## src/rtl/baseline_pkg.sv

```systemverilog
// Shared definitions for the long-term amplitude baseline datapath.
package baseline_pkg;

  // Default input sample width (two's complement).
  localparam int DEF_DATA_WIDTH = 16;

  // Absolute value of a sign-extended sample of width w, saturated so that the
  // most negative code maps to the largest positive code (2**(w-1)-1).
  function automatic logic [31:0] sat_abs(input logic signed [31:0] x, input int w);
    logic [31:0] lim;
    logic [31:0] mag;
    lim = (32'd1 << (w - 1)) - 32'd1;
    if (x < 0) mag = -x;
    else       mag = x;
    if (mag > lim) mag = lim;
    return mag;
  endfunction

endpackage

```

## src/rtl/baseline_block_acc.sv

```systemverilog
// Block summer: adds 2**LOG2_N valid inputs and emits their total as a
// one-cycle blk_valid pulse, then restarts from zero.
module baseline_block_acc
  import baseline_pkg::*;
#(
  parameter int IN_W   = 16,
  parameter int OUT_W  = 25,
  parameter int LOG2_N = 9
) (
  input  logic             clk,
  input  logic             rst,
  input  logic [IN_W-1:0]  i_in,
  input  logic             i_in_valid,
  output logic [OUT_W-1:0] o_blk,
  output logic             o_blk_valid
);

  logic [OUT_W-1:0]  r_acc;
  logic [LOG2_N-1:0] r_cnt;
  logic [OUT_W-1:0]  w_in_ext;

  assign w_in_ext = OUT_W'(i_in);

  // Accumulate valid inputs; the last input of a block is folded straight into the result.
  always_ff @(posedge clk or negedge rst) begin
    if (!rst) begin
      r_acc       <= '0;
      r_cnt       <= '0;
      o_blk       <= '0;
      o_blk_valid <= 1'b0;
    end else begin
      o_blk_valid <= 1'b0;
      if (i_in_valid) begin
        if (r_cnt == '1) begin
          o_blk       <= r_acc + w_in_ext;
          o_blk_valid <= 1'b1;
          r_acc       <= '0;
          r_cnt       <= '0;
        end else begin
          r_acc <= r_acc + w_in_ext;
          r_cnt <= r_cnt + 1'b1;
        end
      end
    end
  end

endmodule

```

## src/rtl/baseline_core.sv

```systemverilog
// Long-term amplitude baseline: rectify, three cascaded block sums, then a
// sliding-window sum over the most recent stage-3 blocks.
module baseline_core
  import baseline_pkg::*;
#(
  parameter int DATA_WIDTH = DEF_DATA_WIDTH,
  parameter int W1         = 25,
  parameter int W2         = 28,
  parameter int W3         = 31,
  parameter int W4         = 34
) (
  input  logic                         clk,
  input  logic                         rst,
  input  logic signed [DATA_WIDTH-1:0] din,
  input  logic                         en,
  output logic [W4-1:0]                dout
);

  localparam int LOG2_N4 = W4 - W3;
  localparam int N4      = 1 << LOG2_N4;

  logic [DATA_WIDTH-1:0] w_mag_p0;
  logic [W1-1:0]         w_blk_p1;
  logic                  w_vld_p1;
  logic [W2-1:0]         w_blk_p2;
  logic                  w_vld_p2;
  logic [W3-1:0]         w_blk_p3;
  logic                  w_vld_p3;
  logic [W4-1:0]         w_sum_next;

  logic [W3-1:0]      r_buf [N4];
  logic [LOG2_N4-1:0] r_ptr;
  logic [W4-1:0]      r_sum;

  // Stage 0 -> 1: saturating rectifier feeding the per-sample block sum
  assign w_mag_p0 = DATA_WIDTH'(sat_abs(32'(din), DATA_WIDTH));

  baseline_block_acc #(.IN_W(DATA_WIDTH), .OUT_W(W1), .LOG2_N(W1 - DATA_WIDTH)) u_stage1 (
    .clk(clk), .rst(rst), .i_in(w_mag_p0), .i_in_valid(en),
    .o_blk(w_blk_p1), .o_blk_valid(w_vld_p1)
  );

  // Stage 1 -> 2
  baseline_block_acc #(.IN_W(W1), .OUT_W(W2), .LOG2_N(W2 - W1)) u_stage2 (
    .clk(clk), .rst(rst), .i_in(w_blk_p1), .i_in_valid(w_vld_p1),
    .o_blk(w_blk_p2), .o_blk_valid(w_vld_p2)
  );

  // Stage 2 -> 3
  baseline_block_acc #(.IN_W(W2), .OUT_W(W3), .LOG2_N(W3 - W2)) u_stage3 (
    .clk(clk), .rst(rst), .i_in(w_blk_p2), .i_in_valid(w_vld_p2),
    .o_blk(w_blk_p3), .o_blk_valid(w_vld_p3)
  );

  // Stage 3 -> 4: sliding window; empty slots hold 0 so the window fills without a special case
  assign w_sum_next = r_sum + W4'(w_blk_p3) - W4'(r_buf[r_ptr]);

  // Replace the oldest block in the circular buffer and update the running window sum.
  always_ff @(posedge clk or negedge rst) begin
    if (!rst) begin
      for (int i = 0; i < N4; i++) r_buf[i] <= '0;
      r_ptr <= '0;
      r_sum <= '0;
    end else if (w_vld_p3) begin
      r_buf[r_ptr] <= w_blk_p3;
      r_ptr        <= r_ptr + 1'b1;
      r_sum        <= w_sum_next;
    end
  end

  assign dout = r_sum;

endmodule

```

## config.mk

```make
export PLATFORM = sky130hd
export DESIGN_NAME = baseline_core
export DESIGN_NICKNAME = d
export VERILOG_FILES = /design/src/rtl/baseline_pkg.sv /design/src/rtl/baseline_block_acc.sv /design/src/rtl/baseline_core.sv
export SDC_FILE = /design/constraint.sdc
export NUM_CORES = 1
export LEC_CHECK = 0
export BUFFER_PORTS_ARGS = -buffer_cell sky130_fd_sc_hd__clkbuf_2
export CAP_MARGIN = 40
export CORE_UTILIZATION = 35
export CTS_CLUSTER_DIAMETER = 50
export DETAILED_ROUTE_END_ITERATION = 12
export GPL_TIMING_DRIVEN = 0
export MAX_ROUTING_LAYER = met4
export SETUP_SLACK_MARGIN = 0.4
export SYNTH_ARGS = -nofsm -noshare
export SYNTH_HDL_FRONTEND = slang
export SYNTH_HIERARCHICAL = 1
export SYNTH_SLANG_ARGS = --single-unit
```

## constraint.sdc

```tcl
create_clock -name clk -period 11.4 [get_ports clk]
set_clock_uncertainty 0.2 [all_clocks]
set_input_delay 1.71 -clock clk [delete_from_list [all_inputs] [get_ports clk]]
set_output_delay 1.71 -clock clk [all_outputs]
set_load 0.03 [all_outputs]
```

Word level (Yosys, flattened, before mapping)
Index checks and enable logic that the tools add are counted.
- bits in registers: 471
- latch bits: 0
- RAM bits: 0
- bits in read-only memories: 0
- input bits: 19
- output and inout port bits: 34
- word-level logic and storage cells: 64
- memories: 0
- $add $sub $neg: 10
- multiply operators: 0
- divide/modulo/power cells: 0
- order comparisons: 4
- equal/unequal tests: 3
- shift-type cells: 0
- mux-type cells: 20
- bitwise operators: 1
- reduce and logical (&&, ||, !) cells: 4
- operator list (cell ; count):
    $bwmux W248 ; 1
    $mux W31 ; 4
    $bmux W31 S3 ; 1
    $demux W31 S3 ; 1
    $add A34 B31 Y34 ; 1
    $sub A34 B31 Y34 ; 1
    $gt A32 B15 Y1 const B ; 1
    $mux W32 ; 1
    $neg A16 Y32 ; 1
    $add A31 B28 Y31 ; 1
    $add A28 B25 Y28 ; 1
    $mux W28 ; 1
    $add A25 B16 Y25 ; 1
    $mux W25 ; 1
    $lt A16 B1 Y1 const B ; 1
    $mux W16 ; 1
    $add A3 B1 Y3 const B ; 3
    $add A9 B1 Y9 const B ; 1
    $eq A9 B9 Y1 const B ; 1
    $mux W9 ; 1
    $eq A3 B3 Y1 const B ; 2
    $mux W1 ; 6
    $mux W3 ; 2
    $reduce_and A2 Y1 ; 3
    other kinds (4) ; 4

Logic depth before layout (Yosys ltp)
- depth in word-level cells: 6
- mapped depth: 17
- gate-level depth less buffers: 14

Hierarchy
The synthesis kept the hierarchy.
- modules (own cells, without submodules) (module ; instances ; cells an instance ; area an instance (um^2) ; sequential area each (um^2)):
    baseline_core ; 1 ; 1375 ; 15468.6 ; 7131.8
    baseline_block_acc (u_stage3) ; 1 ; 438 ; 4041.4 ; 1651.6
    baseline_block_acc (u_stage2) ; 1 ; 396 ; 3649.8 ; 1501.4
    baseline_block_acc (u_stage1) ; 1 ; 349 ; 3370.7 ; 1501.4

Worst setup path after synthesis
OpenSTA, ideal clock, no wires.
- path type: in2reg
- start point: in din[4]
- end point: reg u_stage1.r_acc[14]
- library setup time: 0.096 ns
- arrival time: 4.714 ns
- data required time: 11.104 ns
- setup slack: 6.390 ns
- stages: 12
- path buffers: 1
- cells stage by stage: or4_1 > nor3b_1 > nand4b_1 > clkbuf_1 > nand2_1 > ha_1 > and3_1 > and2_1 > a221oi_4 > a32oi_1 > xnor2_1 > o31ai_1
- cells in the longest elaborated chain, start to end: 6
- elaborated cells on any way between the ends: 7
- those cells by class: add/sub: 2; order compare: 2; mux: 3
- RTL lines (item ; RTL line ; text):
    from (decl) ; baseline_core.sv:14 ; input logic signed [DATA_WIDTH-1:0] din,
    $neg A16 Y32 or $lt A16 B1 Y1 (tied branches) ; baseline_pkg.sv:13 ; if (x < 0) mag = -x;
    $mux W32 * ; baseline_pkg.sv:13 ;
    $gt A32 B15 Y1 ; baseline_pkg.sv:15 ; if (mag > lim) mag = lim;
    $mux W16 * ; baseline_pkg.sv:15 ;
    net w_mag_p0[8] ; baseline_core.sv:22 ; logic [DATA_WIDTH-1:0] w_mag_p0;
    $add A25 B16 Y25 * ; baseline_block_acc.sv:40 ; r_acc <= r_acc + w_in_ext;
    $mux W25 * ; baseline_block_acc.sv:34 ; if (r_cnt == '1) begin
    to (signal assigned) ; baseline_block_acc.sv:40 ;
    to (decl) ; baseline_block_acc.sv:18 ; logic [OUT_W-1:0] r_acc;
The timed path passes the listed nets; every way through them passes the cells marked *.
A chain may end at the register's enable or synchronous reset.

Worst setup path after layout
- start point: reg r_ptr[1]
- end point: reg r_sum[26] (netlist: dout[26])
- cells in the longest elaborated chain, start to end: 5
- RTL lines (item ; RTL line ; text):
    from (decl) ; baseline_core.sv:32 ; logic [LOG2_N4-1:0] r_ptr;
    from (signal assigned) ; baseline_core.sv:66 ; r_ptr <= r_ptr + 1'b1;
    $not A3 Y4 (implied by the code) ; baseline_core.sv:56 ; assign w_sum_next = r_sum + W4'(w_blk_p3) - W4'(r_buf[r_ptr]);
    $bmux W31 S3 ; baseline_core.sv:56 ;
    $mux W31 (implied by the code) (2 in a row) ; baseline_core.sv:56 ;
    $sub A34 B31 Y34 ; baseline_core.sv:56 ;
    to (signal assigned) ; baseline_core.sv:67 ; r_sum <= w_sum_next;
    to (decl) ; baseline_core.sv:33 ; logic [W4-1:0] r_sum;
Every way passes these cells. The select of a mux whose other input is x is not followed.

==> out/qor.csv <==
metric;value;unit
placer congestion estimate;0.903;
Detailed Place HPWL;50.0;mm
# H-tree levels;2;
Fin. Hold Viols;0;
cell taking the most area after synthesis;dfrtp_1;
Min Hold Slack;0.277;ns
ys async rst share;100;%
sum of negative setup slack;0;ns
worst reg2reg path startpoint;r_ptr[1]$_DFFE_PN0P_;
peak supply drop;154;uV
Critical Path Fanout Max;10;
leak pwr;13.9;nW
via/cell ratio;5.20;
clock sinks;471;
minimum clock period;5.53;ns
die width;277;um
initial antenna violation count;0;
cell area after layout;30400;sq um
CTS Hold Buffers Added;0;
pre-CTS setup slack;5.76;ns
Max Clk Rate;181;MHz
Post-synth EDFFs;0;
Crit path arrival time;5.89;ns
worst-margin pin slew;0.846;ns
Area Overhead vs Synth;14.7;%
Hold WC Path Type;flip-flop to flip-flop;
ANT nets after route;0;
# rows;100;
largest net degree at the start of global routing;105;
Placed Cells;3586;
worst path required time;11.76;ns
Mean Syn Cell Area;10.4;sq um
vias in the first global route;19600;
Post-CTS Setup Bufs;0;
post-CTS resize count;0;
first-pass GRT wire length;107;mm
number of top-level pins;53;
clock latency on the worst-skew pair;0.66;ns
final period utilization;48.5;%
Main synth FF type;dfrtp_1;
dpl cell area;28200;sq um
Synth cell types;107;
CTS Root Cell;clkbuf_16;
status;completed;
Max Slew Vio Count;0;
Setup crit end;dout[26]$_DFFE_PN0P_;
pwr dens;142;nW/um^2
Synth area leaders;dfrtp_1 (44%), mux2_2 (6.4%), mux4_2 (5.3%);
Syn Inst Count;2558;
die area;76900;sq um
Total Power;4.32;mW
Slew Limit Headroom;43.6;%
Clk pin slew, worst setup/hold paths;0.06;ns
drt drc;0;
yosys warns;6;
CTS buffer count;60;
Avg WL per Cell;17.5;um
Die H;277;um
total number of vias;19200;
Yosys reg bits;471;
CP Class;flip-flop to flip-flop;
WL final;64.7;mm
Inserted Diodes;0;
# nets final;2843;
max_cap viols;0;
Syn Nets;2722;
Post-Syn Area;26500;sq um
share of cells above drive strength 1;16.3;%
final worst slack;5.87;ns
Reg-to-Reg End;dout[26]$_DFFE_PN0P_;
flop-to-flop setup slack;5.87;ns
unrepaired setup endpoints after global routing;no;
final core occ;40.8;%
Detailed Routing Iterations Pass 1;5;
PortBufs;51;
R2R depth;17;
CTS tree;built;
Global Route Usage Sum;17.7;%
Finished Layout Cells;3699;
drt first-iter violations;1122;
top-area cell type share of the netlist area;44.4;%
Setup crit start;r_ptr[1]$_DFFE_PN0P_;
CTS max path bufs;3;
Initial Utilization;35.5;%
register area share after synthesis;44.4;%
Critical Path End Type;flip-flop;
final setup violating endpoints;0;
startpoint class of the critical path;flip-flop;
total grt overflow;0;
Placeable Area;74700;sq um
critical path, cell delays in order, from the launching register on:
cell      delay, ns
dfrtp_1        0.36
clkbuf_1       0.31
clkbuf_1       0.53
clkbuf_1       0.64
mux4_2         0.40
mux2_2         0.29
ha_1           0.27
inv_1          0.06
ha_1           0.19
inv_1          0.07
fa_1           0.43
nor2b_4        0.15
o31ai_2        0.10
a211oi_2       0.51
o211a_1        0.29
o211ai_1       0.19
nor3b_1        0.20
o31ai_1        0.23
final cells by class:
type | instances | area (sq um)
flip-flops and latches | 471 | 11800
clock buffers | 79 | 1700
well taps | 969 | 1210
plain buffers | 117 | 480
inverters | 205 | 769
clock inverters | 34 | 584
fillers | 7251 | 44300
repair buffers | 59 | 413
multi-input cells | 1765 | 13500
per-layer routing:
metal / vias up / track usage (%) / part of all wire [%] / wire, um
li1: 9363 / - / - / -
met1: 9423 / 22.8 / 46 / 29600
met2: 322 / 28.8 / 48 / 31000
met3: 115 / 2.27 / 3.6 / 2320
met4: 0 / 5.66 / 2.9 / 1850
met5: - / - / 0 / 0
power breakdown:
group / internal, mW / switching [mW] / total, mW
clock: 1.34 / 0.784 / 2.12
sequential: 1.72 / 0.0345 / 1.75
combinational: 0.169 / 0.276 / 0.446
worst min path at each step:
stage,startpoint,end,slack [ns],depth (start not counted)
2_1_floorplan,r_buf[124]$_DFFE_PN0P_,r_buf[124]$_DFFE_PN0P_,0.24,2
3_3_place_gp,r_buf[8]$_DFFE_PN0P_,r_buf[8]$_DFFE_PN0P_,0.26,2
3_5_place_dp,r_buf[8]$_DFFE_PN0P_,r_buf[8]$_DFFE_PN0P_,0.27,2
4_1_cts,r_buf[29]$_DFFE_PN0P_,r_buf[29]$_DFFE_PN0P_,0.28,2
5_1_grt,r_buf[216]$_DFFE_PN0P_,r_buf[216]$_DFFE_PN0P_,0.30,1
6_report,r_buf[29]$_DFFE_PN0P_,r_buf[29]$_DFFE_PN0P_,0.28,2
layout by cell type (no fill, tap or decap), types with 51 or more instances in the layout:
master | synthesis | routed
mux4_2 | 62 | 62
o21ai_0 | 240 | 240
nand2_1 | 335 | 335
clkbuf_16 | 0 | 60
inv_1 | 200 | 200
ha_1 | 111 | 111
xnor2_1 | 58 | 58
dfrtp_1 | 471 | 471
a21oi_1 | 122 | 122
clkbuf_1 | 89 | 95
clkbuf_2 | 1 | 51
nor2_1 | 82 | 82
mux2_2 | 150 | 150
synth_stat cells, drive strengths merged (34+ instances only):
cell type and instances:
dfrtp 471, nand2 336, o21ai 281, inv 202, mux2 172, a21oi 124
ha 111, clkbuf 92, nor2 82, mux4 62, xnor2 58, o22ai 43
xor2 41, fa 34
flip-flops by register name, indices dropped and copies added (netlist names):
register,cells
u_stage1/r_acc,25
u_stage2/r_cnt,3
r_buf,248
u_stage2/r_acc,28
u_stage2/o_blk_valid,1
u_stage1/r_cnt,9
u_stage3/o_blk_valid,1
r_ptr,3
u_stage1/o_blk,25
u_stage2/o_blk,28
u_stage3/r_acc,31
u_stage1/o_blk_valid,1
u_stage3/o_blk,31
dout,34
u_stage3/r_cnt,3
kinds of logic (layout without fill, tap and decap cells):
| family | count (synthesis) | count (layout) | share of synthesized area [%] |
|---|---|---|---|
| AOI/OAI and AO/OA | 671 | 671 | 16.3 |
| and+or+nand+nor | 600 | 600 | 10.4 |
| DFF | 471 | 471 | 44.4 |
| buffers and inverters | 322 | 494 | 4.71 |
| muxes | 249 | 249 | 13.1 |
| adders and majority gates | 145 | 145 | 7.80 |
| xor gates and xnor gates | 99 | 99 | 3.27 |
| other | 1 | 1 | 0.0141 |
Note: power is estimated with default switching activity, not from simulation.
